===== src/rtl/uart_tx_pkg.sv =====
// Shared types and constants for the UART TX scheduler.
// The UART_TX_CRLF_EN build uses ASCII_CR and ASCII_LF to expand LF into CR+LF.
package uart_tx_pkg;

    typedef enum logic [1:0] {
        IDLE  = 2'd0,
        START = 2'd1,
        DRAIN = 2'd2
    } tx_state_e;

    localparam logic [7:0] ASCII_CR = 8'h0D;
    localparam logic [7:0] ASCII_LF = 8'h0A;

endpackage


===== src/rtl/sync_fifo.sv =====
// Single-clock FIFO with registered count; pointers wrap modulo DEPTH (power of two).
// Push when full is accepted only if a pop happens in the same cycle (caller guarantees).
module sync_fifo #(
    parameter int WIDTH = 8,
    parameter int DEPTH = 16,
    localparam int PTR_W = $clog2(DEPTH)
) (
    input  logic             clk,
    input  logic             rst,
    input  logic             push,
    input  logic             pop,
    input  logic [WIDTH-1:0] din,
    output logic [WIDTH-1:0] dout,
    output logic [PTR_W:0]   count,
    output logic             full,
    output logic             empty
);

    logic [WIDTH-1:0] mem [DEPTH];
    logic [PTR_W-1:0] wr_ptr;
    logic [PTR_W-1:0] rd_ptr;

    always_ff @(posedge clk or posedge rst) begin
        if (rst) begin
            wr_ptr <= '0;
            rd_ptr <= '0;
            count  <= '0;
        end else begin
            if (push) wr_ptr <= wr_ptr + 1'b1;
            if (pop)  rd_ptr <= rd_ptr + 1'b1;
            case ({push, pop})
                2'b10:   count <= count + 1'b1;
                2'b01:   count <= count - 1'b1;
                default: count <= count;
            endcase
        end
    end

    // Storage needs no reset; the count decides what is valid.
    always_ff @(posedge clk) begin
        if (push) mem[wr_ptr] <= din;
    end

    assign dout  = mem[rd_ptr];
    assign full  = (count == (PTR_W+1)'(DEPTH));
    assign empty = (count == '0);

endmodule


===== src/rtl/uart_tx_scheduler.sv =====
// Queues toggle-encoded MMIO TX writes and hands bytes to the serializer via start/busy.
// Optional UART_TX_CRLF_EN: every LF popped is sent as CR followed by LF.
module uart_tx_scheduler
    import uart_tx_pkg::*;
#(
    parameter int FIFO_DEPTH = 16,
    localparam int PTR_W = $clog2(FIFO_DEPTH)
) (
    input  logic       clk,
    input  logic       rst,
    input  logic       clk_enable,
    input  logic [8:0] uart_tx_data,
    input  logic       tx_busy,
    output logic       tx_start,
    output logic [7:0] tx_byte,
    output logic       uart_tx_sending,
    output logic       fifo_full,
    output logic       tx_overflow
);

    tx_state_e      state, state_nxt;
    logic           last_toggle;
    logic           push_evt;
    logic           push;
    logic           pop;
    logic           load;
    logic [7:0]     load_byte;
    logic [7:0]     head;
    logic [PTR_W:0] count;
    logic           empty;
`ifdef UART_TX_CRLF_EN
    logic           pending_lf;
    logic           lf_set;
    logic           lf_clr;
`endif

    // A write is any change of bit 8 seen while the CPU clock is enabled.
    assign push_evt = clk_enable && (uart_tx_data[8] != last_toggle);
    assign push     = push_evt && (!fifo_full || pop);

    sync_fifo #(
        .WIDTH (8),
        .DEPTH (FIFO_DEPTH)
    ) u_fifo (
        .clk   (clk),
        .rst   (rst),
        .push  (push),
        .pop   (pop),
        .din   (uart_tx_data[7:0]),
        .dout  (head),
        .count (count),
        .full  (fifo_full),
        .empty (empty)
    );

    always_ff @(posedge clk or posedge rst) begin
        if (rst) state <= IDLE;
        else     state <= state_nxt;
    end

    always_comb begin
        state_nxt = state;
        pop       = 1'b0;
        load      = 1'b0;
        load_byte = head;
`ifdef UART_TX_CRLF_EN
        lf_set    = 1'b0;
        lf_clr    = 1'b0;
`endif
        case (state)
            IDLE: begin
`ifdef UART_TX_CRLF_EN
                if (pending_lf) begin
                    // Second half of CR+LF: no pop, the LF is already held.
                    load      = 1'b1;
                    load_byte = ASCII_LF;
                    lf_clr    = 1'b1;
                    state_nxt = START;
                end else
`endif
                if (count != '0) begin
                    pop       = 1'b1;
                    load      = 1'b1;
                    state_nxt = START;
`ifdef UART_TX_CRLF_EN
                    if (head == ASCII_LF) begin
                        load_byte = ASCII_CR;
                        lf_set    = 1'b1;
                    end
`endif
                end
            end
            START: if (tx_busy)  state_nxt = DRAIN;
            DRAIN: if (!tx_busy) state_nxt = IDLE;
            default: state_nxt = IDLE;
        endcase
    end

    always_ff @(posedge clk or posedge rst) begin
        if (rst) begin
            tx_start    <= 1'b0;
            tx_byte     <= 8'h00;
            tx_overflow <= 1'b0;
            last_toggle <= 1'b1;
        end else begin
            tx_start <= (state_nxt == START);
            if (load) tx_byte <= load_byte;
            if (clk_enable) last_toggle <= uart_tx_data[8];
            if (push_evt && fifo_full && !pop) tx_overflow <= 1'b1;
        end
    end

`ifdef UART_TX_CRLF_EN
    always_ff @(posedge clk or posedge rst) begin
        if (rst)         pending_lf <= 1'b0;
        else if (lf_set) pending_lf <= 1'b1;
        else if (lf_clr) pending_lf <= 1'b0;
    end

    assign uart_tx_sending = !empty || (state != IDLE) || pending_lf;
`else
    assign uart_tx_sending = !empty || (state != IDLE);
`endif

endmodule


===== config.mk =====
export PLATFORM = sky130hd
export DESIGN_NAME = uart_tx_scheduler
export DESIGN_NICKNAME = d
export VERILOG_FILES = /design/src/rtl/uart_tx_pkg.sv /design/src/rtl/sync_fifo.sv /design/src/rtl/uart_tx_scheduler.sv
export SDC_FILE = /design/constraint.sdc
export NUM_CORES = 1
export LEC_CHECK = 0
export CAP_MARGIN = 10
export CORE_MARGIN = 2
export CORE_UTILIZATION = 55
export CTS_CLUSTER_DIAMETER = 100
export DETAILED_ROUTE_END_ITERATION = 7
export HOLD_SLACK_MARGIN = 0.03
export PLACE_DENSITY = 0.73
export SYNTH_ARGS = -nofsm -noshare
export SYNTH_HDL_FRONTEND = slang
export SYNTH_HIERARCHICAL = 1
export SYNTH_SLANG_ARGS = --single-unit
export TNS_END_PERCENT = 5

===== constraint.sdc =====
create_clock -name clk -period 4.3 [get_ports clk]
set_clock_uncertainty 0.1 [all_clocks]
set_input_delay 1.075 -clock clk [delete_from_list [all_inputs] [get_ports clk]]
set_output_delay 1.075 -clock clk [all_outputs]
set_load 0.03 [all_outputs]

==> Word-level counts from Yosys, hierarchy flattened <==
Memories as Yosys holds them, arrays and structs flattened. A register that Yosys moved wholly into a read port is not among the register bits.
Cells that the tools add are included.
{ "totals": {"register_bits": 18, "ram_bits": 128, "inputBits": 13, "output_inout_bits": 12, "word_cells": 42, "n_memories": 1} }
{ "mem_list": {"columns": ["memory", "depth", "word_bits", "rd", "rd_ports_with_merged_regs", "wr", "line", "rtl"], "rows": [
  ["u_fifo.mem", 16, 8, 1, 1, 1, "sync_fifo.sv:19", "logic [WIDTH-1:0] mem [DEPTH];"]
]} }
{ "op_classes": {"addsub": 4, "n_eq_ne": 7, "mux": 9, "reduce_logical": 14} }
{ "op_table": {"columns": ["op", "n"], "rows": [
  ["$pmux W5 S2", 1],
  ["$add A4 B1 Y4 const B", 2],
  ["$eq A2 B1 Y1 const B", 3],
  ["$mux W2", 3],
  ["$pmux W2 S3", 1],
  ["$add A5 B1 Y5 const B", 1],
  ["$eq A5 B5 Y1 const B", 1],
  ["$logic_not A5 Y1", 1],
  ["$reduce_bool A5 Y1", 1],
  ["$sub A5 B1 Y5 const B", 1],
  ["$eq A2 B2 Y1 const B", 2],
  ["$logic_and A1 B1 Y1", 4],
  ["$mux W1", 4],
  ["$reduce_bool A2 Y1", 2],
  ["$logic_not A1 Y1", 3],
  ["$logic_not A2 Y1", 1],
  ["$logic_or A1 B1 Y1", 2],
  ["$ne A1 B1 Y1", 1]
]} }

==> Depth between registers and ports, before layout <==
{ "depth": {"word_depth": 7, "mapped_depth": 15} }

==> Cells and area by module <==
The synthesis kept the hierarchy.
{ "modules_own_cells": {"columns": ["mod", "n_inst", "cells_each", "area_per_inst_um2"], "rows": [
  ["sync_fifo", 1, 294, 5780.5],
  ["uart_tx_scheduler", 1, 38, 568.0]
]} }

==> Least setup slack after synthesis <==
OpenSTA, ideal clock, no wires.
{ "synth_timing": {"path_kind": "register to register", "from": "register u_fifo.count[1]", "to": "register u_fifo.count[4]", "setup_ps": 129, "t_arrival_ps": 3381, "t_required_ps": 4071, "setup_slack_ps": 691, "stages_incl_launch_ff": 16, "path_buffers": 3, "period_less_slack_ps": 3609, "path_cell_list": "dfrtp_1 clkbuf_1 or4_1 nor2_1 inv_1 o211a_1 clkbuf_1 inv_1 ha_1 clkbuf_2 xor2_1 ha_1 or2_2 a31oi_1 o32ai_1 xnor2_1"} }
{ "synth_between": {"word_cells_on_any_way": 13, "classes_between": "2 x add/sub; 3 x eq/ne; 3 x mux; 5 x reduce/logical"} }
{ "synth_rtl": {"columns": ["element", "line", "rtl"], "rows": [
  ["start: declaration", "sync_fifo.sv:14", "output logic [PTR_W:0] count,"],
  ["start signal: assignment", "sync_fifo.sv:32", "2'b10: count <= count + 1'b1;"],
  ["start signal: assignment", "sync_fifo.sv:33", "2'b01: count <= count - 1'b1;"],
  ["start signal: assignment", "sync_fifo.sv:34", "default: count <= count;"],
  ["$eq A5 B5 Y1 (*)", "sync_fifo.sv:45", "assign full = (count == (PTR_W+1)'(DEPTH));"],
  ["net fifo_full", "uart_tx_scheduler.sv:17", "output logic fifo_full,"],
  ["$logic_not A1 Y1 (*)", "uart_tx_scheduler.sv:39", "assign push = push_evt && (!fifo_full || pop);"],
  ["$logic_or A1 B1 Y1 (*)", "uart_tx_scheduler.sv:39", null],
  ["$logic_and A1 B1 Y1 (*)", "uart_tx_scheduler.sv:39", null],
  ["net push", "uart_tx_scheduler.sv:24", "logic push;"],
  ["$eq A2 B1 Y1 / $eq A2 B2 Y1 (equally long branches)", "sync_fifo.sv:31", "case ({push, pop})"],
  ["$pmux W5 S2 / $reduce_bool A2 Y1 (equally long branches)", null, null]
]} }
The timed path passes the listed nets; every way through them passes the cells marked *.
A chain may end at the register's enable or synchronous reset.

==> Worst setup path in the final report <==
{ "layout_timing": {"from": "register u_fifo.count[1]", "to": "output port fifo_full"} }
{ "layout_between": {"elab_chain_len": 1} }
{ "layout_rtl": {"columns": ["element", "line"], "rows": [
  ["$eq A5 B5 Y1", "sync_fifo.sv:45"],
  ["end: declaration", "uart_tx_scheduler.sv:17"]
]} }
Every way passes these cells.

==> results.json <==
{
  "r2r_end": "u_fifo/count[4]",
  "fp.dieW_um": 111,
  "synth_cells": 332,
  "worst_setup_path_start_kind": "flop",
  "vias_per_cell": 5.93,
  "vias": 3064,
  "ys_dominant_reg_cell": "edfxtp_1",
  "rsz0062_at_grt": "false",
  "clk_pin_slew_worst_paths_ns": 0.06,
  "holdPathStages": 1,
  "place_area_sq_um": 6660,
  "max_slew_margin_pct": 46.0,
  "cts_sinks": 154,
  "clk_latency_ns": 0.41,
  "final_common_cell": "edfxtp_1",
  "dp_hpwl_mm": 7.04,
  "grt_usage_pct": 20.0,
  "yosysWarnings": 6,
  "drt-total-wl_mm": 11.6,
  "synth_area_per_cell_sq_um": 19.1,
  "synth_cell_types": 47,
  "arrival_ns": 2.31,
  "grt_start_max_net_pins": 26,
  "hold_viol": 0,
  "seq_area_frac_synth_pct": 70.8,
  "min_period_ns": 3.49,
  "final_antenna_net_count": 0,
  "initial_core_util_pct": 56.1,
  "synth_nets": 354,
  "layout-drive-gt1-share_pct": 17.6,
  "r2r_slack_ns": 0.96,
  "place_congestion": 0.796,
  "post-cts-setup-buffer-count": 0,
  "vdd_ir_drop_max_mv": 0.460,
  "area_growth_pct": 13.7,
  "powerDensity_nw_per_um2": 688,
  "holdBufCountCts": 0,
  "overflow": 0,
  "stdcell_area_sq_um": 7220,
  "outcome": "completed",
  "p_leak_nw": 2.54,
  "cp.required_ns": 3.12,
  "finalSetupViolCount": 0,
  "die_area_sq_um": 12400,
  "path_max_fanout": 9,
  "core_sq_um": 11300,
  "fin_crit_sh_pct": 81.2,
  "die_h_um": 111,
  "h-tree-depth": 4,
  "worst_pin_slew_ns": 0.810,
  "cts_tree": "built",
  "setup_tns_ns": 0,
  "io_buffer_count": 24,
  "cts_buffer_depth": 2,
  "synth_edf_count": 128,
  "reg2reg_depth": 12,
  "min_path_type": "reg2reg",
  "clockRootBuffer": "clkbuf_16",
  "num_antenna_cells": 0,
  "hp-start": "tx_overflow",
  "antenna_found_initial": 0,
  "synthArstFlopShare_pct": 16.9,
  "routedWlPerCell_um": 22.5,
  "drc": 0,
  "nets": 383,
  "fp-row-count": 39,
  "post-route-util_pct": 63.8,
  "drt_iter0_markers": 216,
  "end_kind": "primary output",
  "hold-path-endpoint": "tx_overflow",
  "fmax_ghz": 0.287,
  "grt_pass1_wl_mm": 18.1,
  "maxCapViolCount": 0,
  "cts_buffers": 17,
  "grt_pass1_vias": 3120,
  "dr.pass1.iters": 5,
  "power.total_mw": 4.96,
  "syn_area_sq_um": 6350,
  "synth_seq_cells": 154,
  "path_class": "reg2out",
  "final_cell_mix": "edfxtp_1 (128), clkdlybuf4s50_1 (24), dfrtp_1 (24), mux4_2 (19)",
  "r2r-start": "u_fifo/count[1]",
  "post_cts_resized": 0,
  "maxSlewViolCount": 0,
  "ios": 25
}
[worst max-delay path by stage]
| stage | start | end | slack [ns] | cells after the start |
|---|---|---|---|---|
| floorplan | u_fifo/count[1] | u_fifo/count[4] | 0.69 | 15 |
| global placement | uart_tx_data[8] | u_fifo/count[4] | 0.51 | 11 |
| detailed placement | uart_tx_data[8] | u_fifo/count[4] | 0.47 | 11 |
| CTS | u_fifo/count[1] | fifo_full | 0.78 | 3 |
| global route | uart_tx_data[8] | u_fifo/count[4] | 0.70 | 11 |
| finish | u_fifo/count[1] | fifo_full | 0.81 | 3 |
[stage by stage]
stage	worst slack, ns	std cells	hold slack (ns)
final	0.810	517	0.391
after global routing	0.705	517	0.435
after CTS	0.779	517	0.393
after detailed placement	0.469	485	0.376
after global placement	0.512	485	0.366
after floorplan	0.691	332	0.368
[critical path, stage by stage (launching register included)]
cell,delay [ns]
dfrtp_1,0.47
or4_1,0.55
nor2_1,0.18
clkdlybuf4s50_1,0.70
[flip-flops by register name, summed over array words and instances (netlist names)]
register / flops
tx_byte: 8
last_toggle: 1
u_fifo/mem: 128
u_fifo/wr_ptr: 4
u_fifo/count: 5
state: 2
u_fifo/rd_ptr: 4
tx_start: 1
tx_overflow: 1
[kinds of logic (layout without fill, tap and decap cells)]
logic type	Yosys count	count (layout)	synth area share, %
flops	154	154	70.8
simple gates	58	58	5.01
mux	44	44	14.6
compound gates	30	30	3.41
buf+inv	24	66	2.56
xor+xnor	13	13	1.79
fa+ha+maj	9	9	1.77
[routing by layer]
metal  wire length [um]  up-vias  GRT usage [%]
met4                 85        0           7.00
met5                  0        -              0
met3                525        8           5.39
met2               5870       74           31.8
li1                   -     1384              -
met1               5160     1598           27.3
[cell usage after synthesis, types with 2 or more instances]
master / number / area [sq um]
buf_6: 4 / 45.0
xor2_1: 7 / 61.3
a22oi_1: 16 / 120
nor3b_1: 2 / 15.0
nand4_1: 2 / 12.5
edfxtp_1: 128 / 3840
a211oi_1: 2 / 15.0
mux4_1: 13 / 342
o21ai_0: 3 / 15.0
a21oi_1: 2 / 10.0
ha_1: 9 / 113
and2_1: 18 / 113
nand2_1: 15 / 56.3
xnor2_1: 6 / 52.6
nand3_1: 3 / 15.0
nor2_1: 7 / 26.3
clkbuf_1: 5 / 18.8
mux4_2: 19 / 428
clkdlybuf4s25_2: 3 / 30.0
dfrtp_1: 25 / 626
mux2_4: 7 / 105
mux2_2: 4 / 45.0
inv_1: 7 / 26.3
buf_2: 2 / 10.0
[cell type report]
cell class              count  area [sq um]
clock buffers              23           479
clock inverters             9          85.1
fillers                   784          4100
inverters                   7          26.3
multi-input cells         154          1690
flip-flops and latches    154          4500
well taps                 143           179
repair buffers             27           263
[where the power goes]
part | internal [mW] | switching (mW)
Combinational | 0.754 | 0.756
Sequential | 1.82 | 0.225
Clock | 0.849 | 0.564
(Power assumes the default switching activity.)
